### config.mk
export PLATFORM = sky130hd
export DESIGN_NAME = tqvp_bus_arbiter
export DESIGN_NICKNAME = d
export VERILOG_FILES = /design/src/rtl/tqvp_bus_pkg.sv /design/src/rtl/tqvp_bus_arbiter_rr.sv /design/src/rtl/tqvp_bus_arbiter.sv
export SDC_FILE = /design/constraint.sdc
export NUM_CORES = 1
export LEC_CHECK = 0
export BUFFER_PORTS_ARGS = -buffer_cell sky130_fd_sc_hd__buf_2
export CORE_MARGIN = 10
export CORE_UTILIZATION = 40
export CTS_CLUSTER_DIAMETER = 40
export DETAILED_ROUTE_END_ITERATION = 7
export PLACE_DENSITY = 0.66
export RECOVER_POWER = 50
export SETUP_SLACK_MARGIN = 0.5
export SYNTH_ARGS = -nofsm -noshare
export SYNTH_HDL_FRONTEND = slang
export SYNTH_SLANG_ARGS = --single-unit
### constraint.sdc
create_clock -name clk -period 8.8 [get_ports clk]
set_input_delay 1.32 -clock clk [delete_from_list [all_inputs] [get_ports clk]]
set_output_delay 1.32 -clock clk [all_outputs]
set_load 0.1 [all_outputs]
### src/rtl/tqvp_bus_pkg.sv
`default_nettype none
// ============================================================================
// Module      : tqvp_bus_pkg
// Description : Shared definitions for the TinyQV peripheral bus arbiter:
//               transfer-size encoding, FSM state encoding and the data word
//               returned on a read error.
// Revision    : 1.0 - initial release
// ============================================================================
package tqvp_bus_pkg;

    // Transfer size encoding used on write_n / read_n (11 = no transfer)
    localparam logic [1:0] c_SZ_BYTE = 2'b00;
    localparam logic [1:0] c_SZ_HALF = 2'b01;
    localparam logic [1:0] c_SZ_WORD = 2'b10;
    localparam logic [1:0] c_SZ_NONE = 2'b11;

    // Transaction FSM state encoding
    typedef logic [1:0] arb_state_t;
    localparam arb_state_t c_ST_IDLE  = 2'd0;
    localparam arb_state_t c_ST_WRITE = 2'd1;
    localparam arb_state_t c_ST_READ  = 2'd2;
    localparam arb_state_t c_ST_DONE  = 2'd3;

    // Data returned to a requester whose read timed out
    localparam logic [31:0] c_ERR_DATA = 32'hFFFF_FFFF;

endpackage
`default_nettype wire

### src/rtl/tqvp_bus_arbiter_rr.sv
`default_nettype none
// ============================================================================
// Module      : tqvp_rr_arbiter2
// Description : Two-way round-robin grant. The grant is combinational from
//               the request vector; the last-grant register advances only
//               when the caller accepts the grant (i_en).
// Ports       : clk, rst        - clock, async active-high reset
//               i_req[1:0]      - request vector
//               i_en            - accept the current grant this cycle
//               o_valid         - at least one request present
//               o_idx           - index of the granted requester
//               o_last_grant    - index of the most recently accepted grant
// Revision    : 1.0 - initial release
// ============================================================================
module tqvp_rr_arbiter2 (
    input  logic       clk,
    input  logic       rst,
    input  logic [1:0] i_req,
    input  logic       i_en,
    output logic       o_valid,
    output logic       o_idx,
    output logic       o_last_grant
);

    logic r_last_grant;
    logic w_idx;

    always_comb begin
        w_idx = 1'b0;
        case (i_req)
            2'b01:   w_idx = 1'b0;
            2'b10:   w_idx = 1'b1;
            // Contention: favour whoever was not served last
            2'b11:   w_idx = ~r_last_grant;
            default: w_idx = 1'b0;
        endcase
    end

    // Reset to 1 so that requester 0 wins the very first tie
    always_ff @(posedge clk or posedge rst) begin
        if (rst) begin
            r_last_grant <= 1'b1;
        end else if (i_en && (|i_req)) begin
            r_last_grant <= w_idx;
        end
    end

    assign o_valid      = |i_req;
    assign o_idx        = w_idx;
    assign o_last_grant = r_last_grant;

endmodule
`default_nettype wire

### src/rtl/tqvp_bus_arbiter.sv
`default_nettype none
// ============================================================================
// Module      : tqvp_bus_arbiter
// Description : Shares one TinyQV peripheral register port between two
//               requesters (m0, m1). Round-robin grant, one transaction at a
//               time: writes strobe for one cycle, reads wait on
//               p_data_ready and abort with an error after TIMEOUT cycles.
//               Every output is registered.
// Ports       : clk, rst                  - clock, async active-high reset
//               mN_req/address/data_in    - requester N command (held to ack)
//               mN_write_n/read_n         - size, 00 byte/01 half/10 word/11 none
//               mN_ack/data_out/err       - one-cycle completion + result
//               p_*                       - peripheral register port
//               busy                      - FSM not in IDLE
//               last_grant                - most recently granted requester
// Revision    : 1.0 - initial release
// ============================================================================
module tqvp_bus_arbiter #(
    parameter int TIMEOUT = 16,
    parameter int ADDR_W  = 6
) (
    input  logic              clk,
    input  logic              rst,
    input  logic              m0_req,
    input  logic [ADDR_W-1:0] m0_address,
    input  logic [31:0]       m0_data_in,
    input  logic [1:0]        m0_write_n,
    input  logic [1:0]        m0_read_n,
    output logic              m0_ack,
    output logic [31:0]       m0_data_out,
    output logic              m0_err,
    input  logic              m1_req,
    input  logic [ADDR_W-1:0] m1_address,
    input  logic [31:0]       m1_data_in,
    input  logic [1:0]        m1_write_n,
    input  logic [1:0]        m1_read_n,
    output logic              m1_ack,
    output logic [31:0]       m1_data_out,
    output logic              m1_err,
    output logic [ADDR_W-1:0] p_address,
    output logic [31:0]       p_data_in,
    output logic [1:0]        p_data_write_n,
    output logic [1:0]        p_data_read_n,
    input  logic [31:0]       p_data_out,
    input  logic              p_data_ready,
    output logic              busy,
    output logic              last_grant
);

    import tqvp_bus_pkg::*;

    // FSM and transaction bookkeeping
    arb_state_t        r_state, w_next_state;
    logic [7:0]        r_cnt, w_cnt_next;
    logic              r_gnt, w_gnt_next;

    // Registered outputs and their next values
    logic [1:0]        r_ack, w_ack;
    logic [1:0]        r_err, w_err;
    logic [1:0][31:0]  r_dout, w_dout;
    logic [ADDR_W-1:0] r_p_addr, w_p_addr;
    logic [31:0]       r_p_din, w_p_din;
    logic [1:0]        r_p_wn, w_p_wn;
    logic [1:0]        r_p_rn, w_p_rn;
    logic              r_busy, w_busy;

    // Arbitration and selected-requester command
    logic              w_arb_valid, w_arb_idx, w_last_grant;
    logic              w_is_idle;
    logic              w_rd_timeout;
    logic [ADDR_W-1:0] w_sel_addr;
    logic [31:0]       w_sel_wdata;
    logic [1:0]        w_sel_wn, w_sel_rn;

    assign w_is_idle    = (r_state == c_ST_IDLE);
    assign w_rd_timeout = (r_cnt == 8'(TIMEOUT - 1));

    tqvp_rr_arbiter2 u_rr (
        .clk          (clk),
        .rst          (rst),
        .i_req        ({m1_req, m0_req}),
        .i_en         (w_is_idle),
        .o_valid      (w_arb_valid),
        .o_idx        (w_arb_idx),
        .o_last_grant (w_last_grant)
    );

    assign w_sel_addr  = w_arb_idx ? m1_address : m0_address;
    assign w_sel_wdata = w_arb_idx ? m1_data_in : m0_data_in;
    assign w_sel_wn    = w_arb_idx ? m1_write_n : m0_write_n;
    assign w_sel_rn    = w_arb_idx ? m1_read_n  : m0_read_n;

    // ------------------------------------------------------------------
    // State register (plus all registered outputs)
    // ------------------------------------------------------------------
    always_ff @(posedge clk or posedge rst) begin
        if (rst) begin
            r_state  <= c_ST_IDLE;
            r_cnt    <= 8'd0;
            r_gnt    <= 1'b0;
            r_ack    <= 2'b00;
            r_err    <= 2'b00;
            r_dout   <= '0;
            r_p_addr <= '0;
            r_p_din  <= 32'd0;
            r_p_wn   <= c_SZ_NONE;
            r_p_rn   <= c_SZ_NONE;
            r_busy   <= 1'b0;
        end else begin
            r_state  <= w_next_state;
            r_cnt    <= w_cnt_next;
            r_gnt    <= w_gnt_next;
            r_ack    <= w_ack;
            r_err    <= w_err;
            r_dout   <= w_dout;
            r_p_addr <= w_p_addr;
            r_p_din  <= w_p_din;
            r_p_wn   <= w_p_wn;
            r_p_rn   <= w_p_rn;
            r_busy   <= w_busy;
        end
    end

    // ------------------------------------------------------------------
    // Next-state logic
    // ------------------------------------------------------------------
    always_comb begin
        w_next_state = r_state;
        case (r_state)
            c_ST_IDLE: begin
                if (w_arb_valid) begin
                    if (w_sel_wn != c_SZ_NONE) begin
                        w_next_state = c_ST_WRITE;
                    end else if (w_sel_rn != c_SZ_NONE) begin
                        w_next_state = c_ST_READ;
                    end else begin
                        w_next_state = c_ST_DONE;
                    end
                end
            end
            c_ST_WRITE: w_next_state = c_ST_DONE;
            c_ST_READ: begin
                if (p_data_ready || w_rd_timeout) begin
                    w_next_state = c_ST_DONE;
                end
            end
            c_ST_DONE:  w_next_state = c_ST_IDLE;
            default:    w_next_state = c_ST_IDLE;
        endcase
    end

    // ------------------------------------------------------------------
    // Output logic: next values of the registered outputs. Completion
    // results are loaded on the edge that enters DONE so that the ack is
    // visible exactly while the FSM sits in DONE.
    // ------------------------------------------------------------------
    always_comb begin
        w_ack      = 2'b00;
        w_err      = 2'b00;
        w_dout     = r_dout;
        w_p_addr   = r_p_addr;
        w_p_din    = r_p_din;
        w_p_wn     = c_SZ_NONE;
        w_p_rn     = c_SZ_NONE;
        w_gnt_next = r_gnt;
        w_cnt_next = 8'd0;
        w_busy     = (w_next_state != c_ST_IDLE);
        case (r_state)
            c_ST_IDLE: begin
                if (w_arb_valid) begin
                    w_gnt_next = w_arb_idx;
                    if (w_sel_wn != c_SZ_NONE) begin
                        w_p_addr = w_sel_addr;
                        w_p_din  = w_sel_wdata;
                        w_p_wn   = w_sel_wn;
                    end else if (w_sel_rn != c_SZ_NONE) begin
                        w_p_addr = w_sel_addr;
                        w_p_rn   = w_sel_rn;
                    end else begin
                        // Neither a read nor a write: complete at once with error
                        w_ack[w_arb_idx]  = 1'b1;
                        w_err[w_arb_idx]  = 1'b1;
                        w_dout[w_arb_idx] = 32'd0;
                    end
                end
            end
            c_ST_WRITE: begin
                w_ack[r_gnt] = 1'b1;
            end
            c_ST_READ: begin
                if (p_data_ready) begin
                    w_ack[r_gnt]  = 1'b1;
                    w_dout[r_gnt] = p_data_out;
                end else if (w_rd_timeout) begin
                    w_ack[r_gnt]  = 1'b1;
                    w_err[r_gnt]  = 1'b1;
                    w_dout[r_gnt] = c_ERR_DATA;
                end else begin
                    w_p_rn     = r_p_rn;
                    w_cnt_next = r_cnt + 8'd1;
                end
            end
            default: begin
            end
        endcase
    end

    assign m0_ack         = r_ack[0];
    assign m1_ack         = r_ack[1];
    assign m0_err         = r_err[0];
    assign m1_err         = r_err[1];
    assign m0_data_out    = r_dout[0];
    assign m1_data_out    = r_dout[1];
    assign p_address      = r_p_addr;
    assign p_data_in      = r_p_din;
    assign p_data_write_n = r_p_wn;
    assign p_data_read_n  = r_p_rn;
    assign busy           = r_busy;
    assign last_grant     = w_last_grant;

endmodule
`default_nettype wire
==> run summary, run 1 <==
CP Cell Sequence: buf_2 > clkbuf_1 > nand2b_1 > mux2i_4 > a31oi_2 > buf_4 > a32o_1
Drt total wl: 20.8 mm
PnR worst setup slack: 3.32 ns
Failing checks: capacitance limit, slew limit
Req. time, crit path: 9.10 ns
Min-delay src: m0_data_out[27]
Delay-heaviest family, CP: buffers and inverters
Post-DP HPWL: 14.6 mm
Worst Setup End Kind: flop
Starting density of the core: 40.5%
CP max stage cell: clkbuf_1
Share of cells above drive strength 1: 23.4%
Vias in the first global route: 6299
Worst setup startpoint: p_data_ready
Synth top area cells: dfrtp_1 44%, o21ai_0 10%, o221ai_2 6.8%
Post-synth EDFFs: 0
Gate count of the mapped netlist: 695
CP Depth: 7
Finished Layout Cells: 1132
Register-to-register setup slack: 4.69 ns
First-pass GRT wire length: 33.6 mm
Via-to-Cell Ratio: 5.30
Syn_area_per_cell: 9.55 um^2
Origin of the critical flop-to-flop path: u_rr.o_last_grant
Worst hold path cell count: 1
#FFs+latches synth: 123
Critical path class: in -> reg
Reg2reg end: m1_data_out[31]
All-Layer GR Usage: 18.8%
CTS tree: done
Drt drc: 0
Area grow syn2layout: 25.8%
Yosys top cell by area: dfrtp_1
Clock buffer depth: 2
Post-placement cell count: 1100
MaxCap Viol Count: 3
Hold EP: m0_data_out[27]
Multi-input combinational cell area: 0.00313 mm^2
Setup tns final: 0 ns
NumNets Final: 1025
Final Hold Vio Count: 0
CTS root buffer: clkbuf_16
Syn nets: 821
Setup-failing EPs final: 0
Ant. Diodes: 0
Chip Width: 149 um
Core Box Area: 0.0164 mm^2
Critical path buffer and inverter count: 3
Register area share after synthesis: 46.5%
CTS Hold Buffers Added: 0
Status: finished, violations left
# Post-CTS Setup Buffers: 0
Async SR Flop Fraction: 100%
Clk slew on worst S/H paths: 0.05 ns
DRT Pass-1 Iters: 5
Max-slew violations: 140
Register area: 0.00309 mm^2
Slew at the pin closest to its max-slew limit: 3.23 ns
Die Area: 0.0221 mm^2
Startpoint Class: primary input
Via Count: 5997
Total of warnings raised by yosys: 0
Quantity of gates resized following cts: 0
Slew headroom: -115%
Largest net degree at the start of global routing: 81
Gp weighted congestion: 0.754
Synth top area share: 44.5%
Rows: 47
Synth Flop Type: dfrtp_1
Routed len/inst: 18.4 um
# port buffers: 232
DR iter-0 viols: 371
Post-Syn Area: 0.00664 mm^2
Clock sink count: 123
Antenna-violating nets left: 0
Final period utilization: 62.3%
Unrepaired setup endpoints after global routing: no
Hold Path Class: reg -> reg
Antenna violations before repair: 3
Hold WS: 0.490 ns
Fmax: 0.183 GHz
Final min period: 5.48 ns
Arr. time, crit path: 5.78 ns
Worst reg2reg path depth: 5
Final Skew: 0.00979 ns
Worst slack at placement: 4.94 ns
CP Max Fanout: 72
CTS Buf Count: 17
Top Ports: 233
CTS H-tree depth: 4
Worst skew pair latency: 0.42 ns
Overflow left after global routing: 0
Fillers: 1569
Max incr delay on CP: 2.25 ns
Yosys cell types: 55
Die height: 149 um
[placed cells by master, fill, tap and decap left out, types with 3 or more instances in the layout]
| cell | n |
|---|---|
| inv_1 | 45 |
| nor2_1 | 12 |
| mux2i_1 | 35 |
| o21ai_1 | 6 |
| buf_2 | 124 |
| o221ai_2 | 30 |
| clkbuf_1 | 114 |
| o21ai_0 | 137 |
| a21oi_1 | 30 |
| dfrtp_1 | 117 |
| or3_1 | 3 |
| clkbuf_8 | 3 |
| ha_1 | 5 |
| nand3_1 | 6 |
| o221ai_1 | 13 |
| nand2_1 | 91 |
| dfstp_2 | 5 |
| nand2b_1 | 24 |
| clkinv_2 | 3 |
| xnor2_1 | 3 |
| a32o_1 | 22 |
| clkbuf_16 | 17 |
| buf_4 | 10 |
| a31oi_1 | 7 |
[state kept, by name (all words and copies together), names as in the netlist]
register / flops
r_cnt: 8
p_data_write_n: 2
r_state: 2
r_ack: 2
m1_data_out: 32
p_address: 6
r_gnt: 1
m0_data_out: 32
p_data_in: 32
busy: 1
p_data_read_n: 2
u_rr.o_last_grant: 1
r_err: 2
[Yosys cell counts (2+ instances only)]
| cell type | number |
|---|---|
| o21ai_0 | 137 |
| dfrtp_1 | 118 |
| nand2_1 | 91 |
| inv_1 | 46 |
| clkbuf_1 | 36 |
| mux2i_1 | 36 |
| a21oi_1 | 31 |
| o221ai_2 | 30 |
| nand2b_1 | 24 |
| a32o_1 | 22 |
| buf_2 | 17 |
| o221ai_1 | 13 |
| nor2_1 | 12 |
| a31oi_1 | 7 |
| o21ai_1 | 7 |
| nand3_1 | 6 |
| dfstp_2 | 5 |
| ha_1 | 5 |
| buf_6 | 3 |
| or3_1 | 3 |
| xnor2_1 | 3 |
| a211o_1 | 2 |
| a21o_1 | 2 |
| a41oi_1 | 2 |
| buf_1 | 2 |
| nand4_1 | 2 |
| o211ai_1 | 2 |
| o21ai_2 | 2 |
| o31ai_1 | 2 |
| xor2_1 | 2 |
[cell type report]
| cell class | instances | share of cell area [%] |
|---|---|---|
| Sequential cell | 123 | 36.9 |
| Multi-Input combinational cell | 467 | 37.5 |
| Clock buffer | 25 | 5.81 |
| Tap cell | 220 | 3.30 |
| Inverter | 47 | 2.13 |
| Clock inverter | 7 | 1.08 |
| Timing Repair Buffer | 243 | 13.2 |
[worst max-delay path by stage]
stage	to	slack, ns
6_report	m0_data_out[24]	3.32
5_1_grt	m0_data_out[10]	2.83
4_1_cts	m0_data_out[24]	5.40
3_5_place_dp	m0_data_out[24]	4.94
3_3_place_gp	m0_data_out[16]	4.98
2_1_floorplan	busy	4.22
[kinds of logic after synthesis]
| family | Yosys count | share of synthesized area, % |
|---|---|---|
| compound gates | 271 | 29.3 |
| simple gates | 148 | 10.1 |
| flops | 123 | 46.5 |
| buf+inv | 105 | 6.60 |
| mux | 38 | 5.86 |
| xor+xnor | 5 | 0.660 |
| fa+ha+maj | 5 | 0.943 |
[stage by stage]
step                util, %  instance area [um^2]
floorplan                 -                  6640
global route           50.9                  8350
finish                 50.9                  8350
CTS                    51.8                  8510
detailed placement     48.3                  7930
global placement       48.3                  7930
[routing by layer]
layer,share of wire [%],vias up,global-route usage (%),wire length (um)
met1,43,2815,23.1,9050
met4,1.5,6,5.64,319
met5,0.22,-,0,45
met2,45,234,29.1,9360
li1,-,2909,-,-
met3,9.9,33,8.53,2060
Power of run 1 is not shown: default switching activity piles up to over one toggle a cycle in this logic, so the estimate is an artifact.
==> run 2, diff against run 1 <==
--- a/config.mk
+++ b/config.mk
@@ -5,12 +5,13 @@
 export SDC_FILE = /design/constraint.sdc
 export NUM_CORES = 1
 export LEC_CHECK = 0
+export ABC_AREA = 1
 export BUFFER_PORTS_ARGS = -buffer_cell sky130_fd_sc_hd__buf_2
 export CORE_MARGIN = 10
 export CORE_UTILIZATION = 40
 export CTS_CLUSTER_DIAMETER = 40
 export DETAILED_ROUTE_END_ITERATION = 7
-export PLACE_DENSITY = 0.66
+export PLACE_DENSITY = 0.65
 export RECOVER_POWER = 50
 export SETUP_SLACK_MARGIN = 0.5
 export SYNTH_ARGS = -nofsm -noshare
==> constraint.sdc (replaced) <==
create_clock -name clk -period 5.6 [get_ports clk]
set_input_delay 0.84 -clock clk [delete_from_list [all_inputs] [get_ports clk]]
set_output_delay 0.84 -clock clk [all_outputs]
set_load 0.1 [all_outputs]
==> run 2 against run 1 <==
The run still ends with capacitance limit, slew limit left. Count of clock-buffer cells in the layout decreased by 3. Register-to-register slack worse by 2.5 ns. Routed wire length grew 21%. Via count increased by 27%. Critical path type is now reg -> reg.
==> run summary, run 2 <==
Fmax: 0.296 GHz
Unrepaired setup endpoints after global routing: no
Fillers: 1792 (+14%)
Final Skew: 0.00830 ns (-0.00149 ns)
Top Ports: 233 (unchanged)
Post-synth EDFFs: 0 (unchanged)
Final Hold Vio Count: 0 (unchanged)
Failing checks: capacitance limit, slew limit
Chip Width: 154 um (+3.3%)
Total of warnings raised by yosys: 0 (unchanged)
Setup-failing EPs final: 0 (unchanged)
Synth top area share: 41.3% (-3.2 points)
#FFs+latches synth: 123 (unchanged)
DR iter-0 viols: 656 (+77%)
Synth Flop Type: dfrtp_1
Cell with the most instances after synthesis: nand2_1
# port buffers: 232 (unchanged)
Post-DP HPWL: 16.9 mm (+16%)
Arr. time, crit path: 3.68 ns (-2.10 ns)
Most frequent cells in the layout: 377 x nand2_1, 180 x buf_2, 117 x dfrtp_1, 79 x nor2_1, 67 x o21ai_0
Starting density of the core: 41.1% (+0.60 points)
Final min period: 3.38 ns
Yosys top cell by area: dfrtp_1
Antenna-violating nets left: 0 (unchanged)
Yosys cell types: 32 (-42%)
Worst skew pair latency: 0.42 ns (about the same)
Die Area: 0.0236 mm^2 (+6.7%)
Commonest non-fill, non-tap cell in the layout: nand2_1
Routed len/inst: 17.6 um (-4.3%)
Top post-synthesis cells by count: 376 x nand2_1, 118 x dfrtp_1, 79 x nor2_1
Syn_area_per_cell: 7.09 um^2 (-26%)
Vias in the first global route: 7163 (+14%)
Ant. Diodes: 0 (unchanged)
Post-Syn Area: 0.00715 mm^2 (+7.7%)
Via-to-Cell Ratio: 5.31 (+0.17%)
Gate count of the mapped netlist: 1008 (+45%)
Die height: 154 um (+3.3%)
Clk slew on worst S/H paths: 0.06 ns (about the same)
Overflow left after global routing: 0 (unchanged)
MaxCap Viol Count: 2 (-1)
Clock buffer depth: 2 (unchanged)
Via Count: 7599 (+27%)
Drt drc: 0 (unchanged)
First-pass GRT wire length: 40.0 mm (+19%)
Clock sink count: 123 (unchanged)
Area grow syn2layout: 23.6%
Synth top area cells: dfrtp_1 41%, nand2_1 20%, nand4_1 5.6%
DRT Pass-1 Iters: 5 (unchanged)
Critical path class: reg -> reg
Slew at the pin closest to its max-slew limit: 2.61 ns (-0.618 ns)
Drt total wl: 25.2 mm (+21%)
Startpoint Class: flop
Hold Path Class: reg -> reg
CTS Hold Buffers Added: 0 (unchanged)
Quantity of gates resized following cts: 0 (unchanged)
CTS root buffer: clkbuf_16
Antenna violations before repair: 1 (-2)
Share of cells above drive strength 1: 19.9% (-3.5 points)
Worst Setup End Kind: flop
# Post-CTS Setup Buffers: 0 (unchanged)
All-Layer GR Usage: 20.6% (+1.8 points)
NumNets Final: 1320 (+29%)
Register area share after synthesis: 43.1% (-3.3 points)
CTS tree: done
Final period utilization: 60.3%
Rows: 48 (+2.1%)
Hold WS: 0.455 ns (-0.0341 ns)
Req. time, crit path: 5.90 ns (-3.20 ns)
Gp weighted congestion: 0.807 (+7.0%)
CTS Buf Count: 17 (unchanged)
Async SR Flop Fraction: 100% (unchanged)
CTS H-tree depth: 4 (unchanged)
CP Max Fanout: 64 (-11%)
Core Box Area: 0.0174 mm^2 (+6.2%)
Max-slew violations: 125 (-11%)
Slew headroom: -73.9% (+41 points)
Setup tns final: 0 ns (unchanged)
Largest net degree at the start of global routing: 76 (-6.2%)
Status: finished, violations left
Syn nets: 1134 (+38%)
-- run 2: cell count changes after synthesis, moves of 25 or more --
cell      change
nand4_1      +62
mux2i_1      -36
o221ai_2     -30
nand3_1      +35
nor2_1       +67
nand2_1     +285
o21ai_0      -70
a31oi_1      +25
-- run 2: critical path: stages, from the launching register on --
cell and delay [ns]:
dfstp_1 0.56, nand2_1 0.13, nand2_1 0.67, buf_4 0.68
inv_2 0.66, nand2_1 0.19, nand2_1 0.06, nand2_1 0.09
inv_1 0.04, nand4_1 0.08, nand2_1 0.07
-- run 2: cell families after synthesis --
kind of cell               synth area share, %
AOI/OAI and AO/OA                         12.2
buffers and inverters                     9.08
adders and majority gates                0.875
and+or+nand+nor                           34.7
DFF                                       43.1
-- run 2: area by class of cell --
cell class | count | area [um^2] | share of cell area (%)
repair buffers | 241 | 1160 | 13.1
clock buffers | 22 | 484 | 5.48
flip-flops and latches | 123 | 3090 | 34.9
multi-input cells | 747 | 3430 | 38.8
inverters | 64 | 241 | 2.73
well taps | 225 | 282 | 3.19
clock inverters | 10 | 163 | 1.84
-- run 2: metrics by stage --
step	cell area [um^2]	cells	setup WS (ns)	util, %
after floorplan	7150	1008	1.50	-
after global placement	8270	1400	2.14	47.5
after detailed placement	8270	1400	2.13	47.5
after CTS	8920	1432	2.26	51.2
after global routing	8840	1432	1.87	50.7
final	8840	1432	2.22	50.7
-- run 2: per-layer routing --
| layer | track usage (%) | routed length, um | vias to the layer above |
|---|---|---|---|
| met3 | 6.00 | 2160 | 25 |
| met1 | 26.9 | 11100 | 3568 |
| met4 | 5.53 | 287 | 2 |
| met2 | 32.4 | 11700 | 311 |
| met5 | 0 | 13 | - |
| li1 | - | - | 3693 |
-- run 2: path summary, 6_finish.rpt --
kind	start	end	slack [ns]	depth (start not counted)
max	u_rr.o_last_grant	m0_data_out[8]	2.22	10
max reg2reg	u_rr.o_last_grant	m0_data_out[8]	2.22	10
min reg2reg	r_cnt[0]	r_cnt[0]	0.46	1
min	r_cnt[0]	r_cnt[0]	0.46	1
min in group asynchronous	rst	m1_data_out[2]	1.16	3
max in group asynchronous	rst	r_gnt	2.49	3
Power of run 2 is left out for the same reason.
==> run 3, diff against run 2 <==
--- a/config.mk
+++ b/config.mk
@@ -5,13 +5,13 @@
 export SDC_FILE = /design/constraint.sdc
 export NUM_CORES = 1
 export LEC_CHECK = 0
-export ABC_AREA = 1
+export ABC_AREA = 0
 export BUFFER_PORTS_ARGS = -buffer_cell sky130_fd_sc_hd__buf_2
 export CORE_MARGIN = 10
 export CORE_UTILIZATION = 40
 export CTS_CLUSTER_DIAMETER = 40
 export DETAILED_ROUTE_END_ITERATION = 7
-export PLACE_DENSITY = 0.65
+export PLACE_DENSITY = 0.66
 export RECOVER_POWER = 50
 export SETUP_SLACK_MARGIN = 0.5
 export SYNTH_ARGS = -nofsm -noshare
==> constraint.sdc (replaced) <==
create_clock -name clk -period 3.2 [get_ports clk]
set_input_delay 0.48 -clock clk [delete_from_list [all_inputs] [get_ports clk]]
set_output_delay 0.48 -clock clk [all_outputs]
set_load 0.1 [all_outputs]
==> run 3 against run 2 <==
Count of clock-buffer cells in the layout down 1. Critical endpoint is now m0_data_out[23]. Cell area is 3.7% lower. Maximum frequency increased by 37%. Utilization up 1.1 points. Non-clock buffer count is 8 higher. Setup slack worse by 1.5 ns. Clock skew fell by 0.0012 ns. Sequential cell count did not move. The flow still finishes with violations (capacitance limit, slew limit). Critical path depth decreased by 6. Cell count is 21% lower. Sequential share of layout area is 1.3 points higher. Die area decreased by 6.3%. Critical path type unchanged.
==> run summary, run 3 (same netlist as run 1, synthesis figures left out) <==
Starting density of the core: 40.5% (-0.60 points)
CTS Hold Buffers Added: 0 (unchanged)
Worst slack at placement: 0.481 ns (-1.65 ns)
Clock sink count: 123 (unchanged)
DRT Pass-1 Iters: 4 (-1)
Antenna-violating nets left: 0 (unchanged)
Commonest non-fill, non-tap cell in the layout: buf_2
CTS H-tree depth: 4 (unchanged)
Hold Path Class: in -> async
Die height: 149 um (-3.2%)
Arr. time, crit path: 2.80 ns (-0.88 ns)
Origin of the critical flop-to-flop path: u_rr.o_last_grant
CTS Buf Count: 17 (unchanged)
Die Area: 0.0221 mm^2 (-6.3%)
Vias in the first global route: 6361 (-11%)
PnR worst setup slack: 0.742 ns (-1.48 ns)
Worst Setup End Kind: flop
Final period utilization: 76.8% (+16 points)
All-Layer GR Usage: 19.2% (-1.4 points)
Critical path class: reg -> reg
Slew at the pin closest to its max-slew limit: 1.54 ns (-1.07 ns)
Startpoint Class: flop
CP Max Fanout: 22 (-66%)
Worst setup startpoint: u_rr.o_last_grant
Reg2reg end: m0_data_out[23]
Largest net degree at the start of global routing: 57 (-25%)
CTS root buffer: clkbuf_16
CTS tree: done
Overflow left after global routing: 0 (unchanged)
Antenna violations before repair: 3 (+2)
Share of cells above drive strength 1: 30.5% (+11 points)
# Post-CTS Setup Buffers: 0 (unchanged)
Finished Core Util: 51.9% (+1.1 points)
Final min period: 2.46 ns (-0.920 ns)
Via-to-Cell Ratio: 5.33 (+0.50%)
Clock buffer depth: 2 (unchanged)
Worst skew pair latency: 0.42 ns (about the same)
Unrepaired setup endpoints after global routing: no
Chip Width: 149 um (-3.2%)
Core Box Area: 0.0164 mm^2 (-5.8%)
Via Count: 6069 (-20%)
Worst reg2reg path depth: 4 (-6)
Slew headroom: -2.43% (+71 points)
CP Capture Point: m0_data_out[23]
Rows: 47 (-2.1%)
Post-placement cell count: 1106 (-21%)
Max incr delay on CP: 1.03 ns (+0.35 ns)
Area grow syn2layout: 28.3%
NumNets Final: 1031 (-22%)
Setup-failing EPs final: 0 (unchanged)
Top Ports: 233 (unchanged)
Post-DP HPWL: 15.5 mm (-8.1%)
Max-slew violations: 30 (-76%)
Status: finished, violations left
Req. time, crit path: 3.54 ns (-2.36 ns)
Final Skew: 0.00708 ns (-0.00122 ns)
Most frequent cells in the layout: 182 x buf_2, 137 x o21ai_0, 117 x dfrtp_1, 91 x nand2_1, 55 x clkbuf_1
CP max stage cell: a31oi_2
Fmax: 0.407 GHz (+37%)
CP Cell Sequence: a21boi_4 > mux2i_2 > a31oi_2 > a32o_1
Clk slew on worst S/H paths: 0.06 ns (about the same)
DR iter-0 viols: 328 (-50%)
# port buffers: 232 (unchanged)
MaxCap Viol Count: 2 (unchanged)
Finished Layout Cells: 1138 (-21%)
Gp weighted congestion: 0.798 (-1.1%)
First-pass GRT wire length: 34.2 mm (-15%)
Final Hold Vio Count: 0 (unchanged)
Drt total wl: 21.0 mm (-17%)
Register-to-register setup slack: 0.74 ns (-1.48 ns)
Routed len/inst: 18.5 um (+5.0%)
Failing checks: capacitance limit, slew limit
Quantity of gates resized following cts: 0 (unchanged)
Setup tns final: 0 ns (unchanged)
Drt drc: 0 (unchanged)
## run 3: cell count changes in the layout (fill, tap and decap cells not counted), moves of 25 or more
cell / previous run / this run
mux2i_1: 0 / 34
nor2_1: 79 / 12
nand2_1: 377 / 91
a31oi_1: 32 / 7
o221ai_2: 0 / 30
nand3_1: 41 / 6
nand4_1: 64 / 2
o21ai_0: 67 / 137
## run 3: layout make-up
cell class,instances,area (um^2)
Clock buffer,21,460
Multi-Input combinational cell,467,3150
Antenna cell,1,2.50
Timing Repair Buffer,249,1220
Inverter,47,178
Tap cell,220,275
Fill cell,1563,7890
Sequential cell,123,3090
Clock inverter,10,141
## run 3: worst min path at each step
stage	end	slack, ns	cells after the start
floorplan	r_cnt[0]	0.43	1
global placement	r_cnt[0]	0.46	1
detailed placement	r_cnt[0]	0.47	1
CTS	m1_data_out[5]	0.05	2
global route	m1_data_out[6]	0.18	2
finish	m1_data_out[5]	0.13	2
## run 3: metrics by stage
stage                     cell area, um^2  hold WS, ns
after global routing                 8510        0.181
after global placement               8000        0.455
after CTS                            8600       0.0466
after floorplan                      6640        0.433
final                                8510        0.134
after detailed placement             8000        0.470
## run 3: critical path: cells and delay by family (launching register included)
family          cells  cell delay [ns]
compound gates      3             1.75
flops               1             0.39
mux                 1             0.22
## run 3: metal layers
layer	wire [um]	vias to the layer above	global-route usage (%)
li1	-	2925	-
met1	8820	2876	23.1
met2	9790	233	30.0
met3	2040	31	8.62
met4	359	4	6.13
met5	32	-	0
Power of run 3 is left out for the same reason.
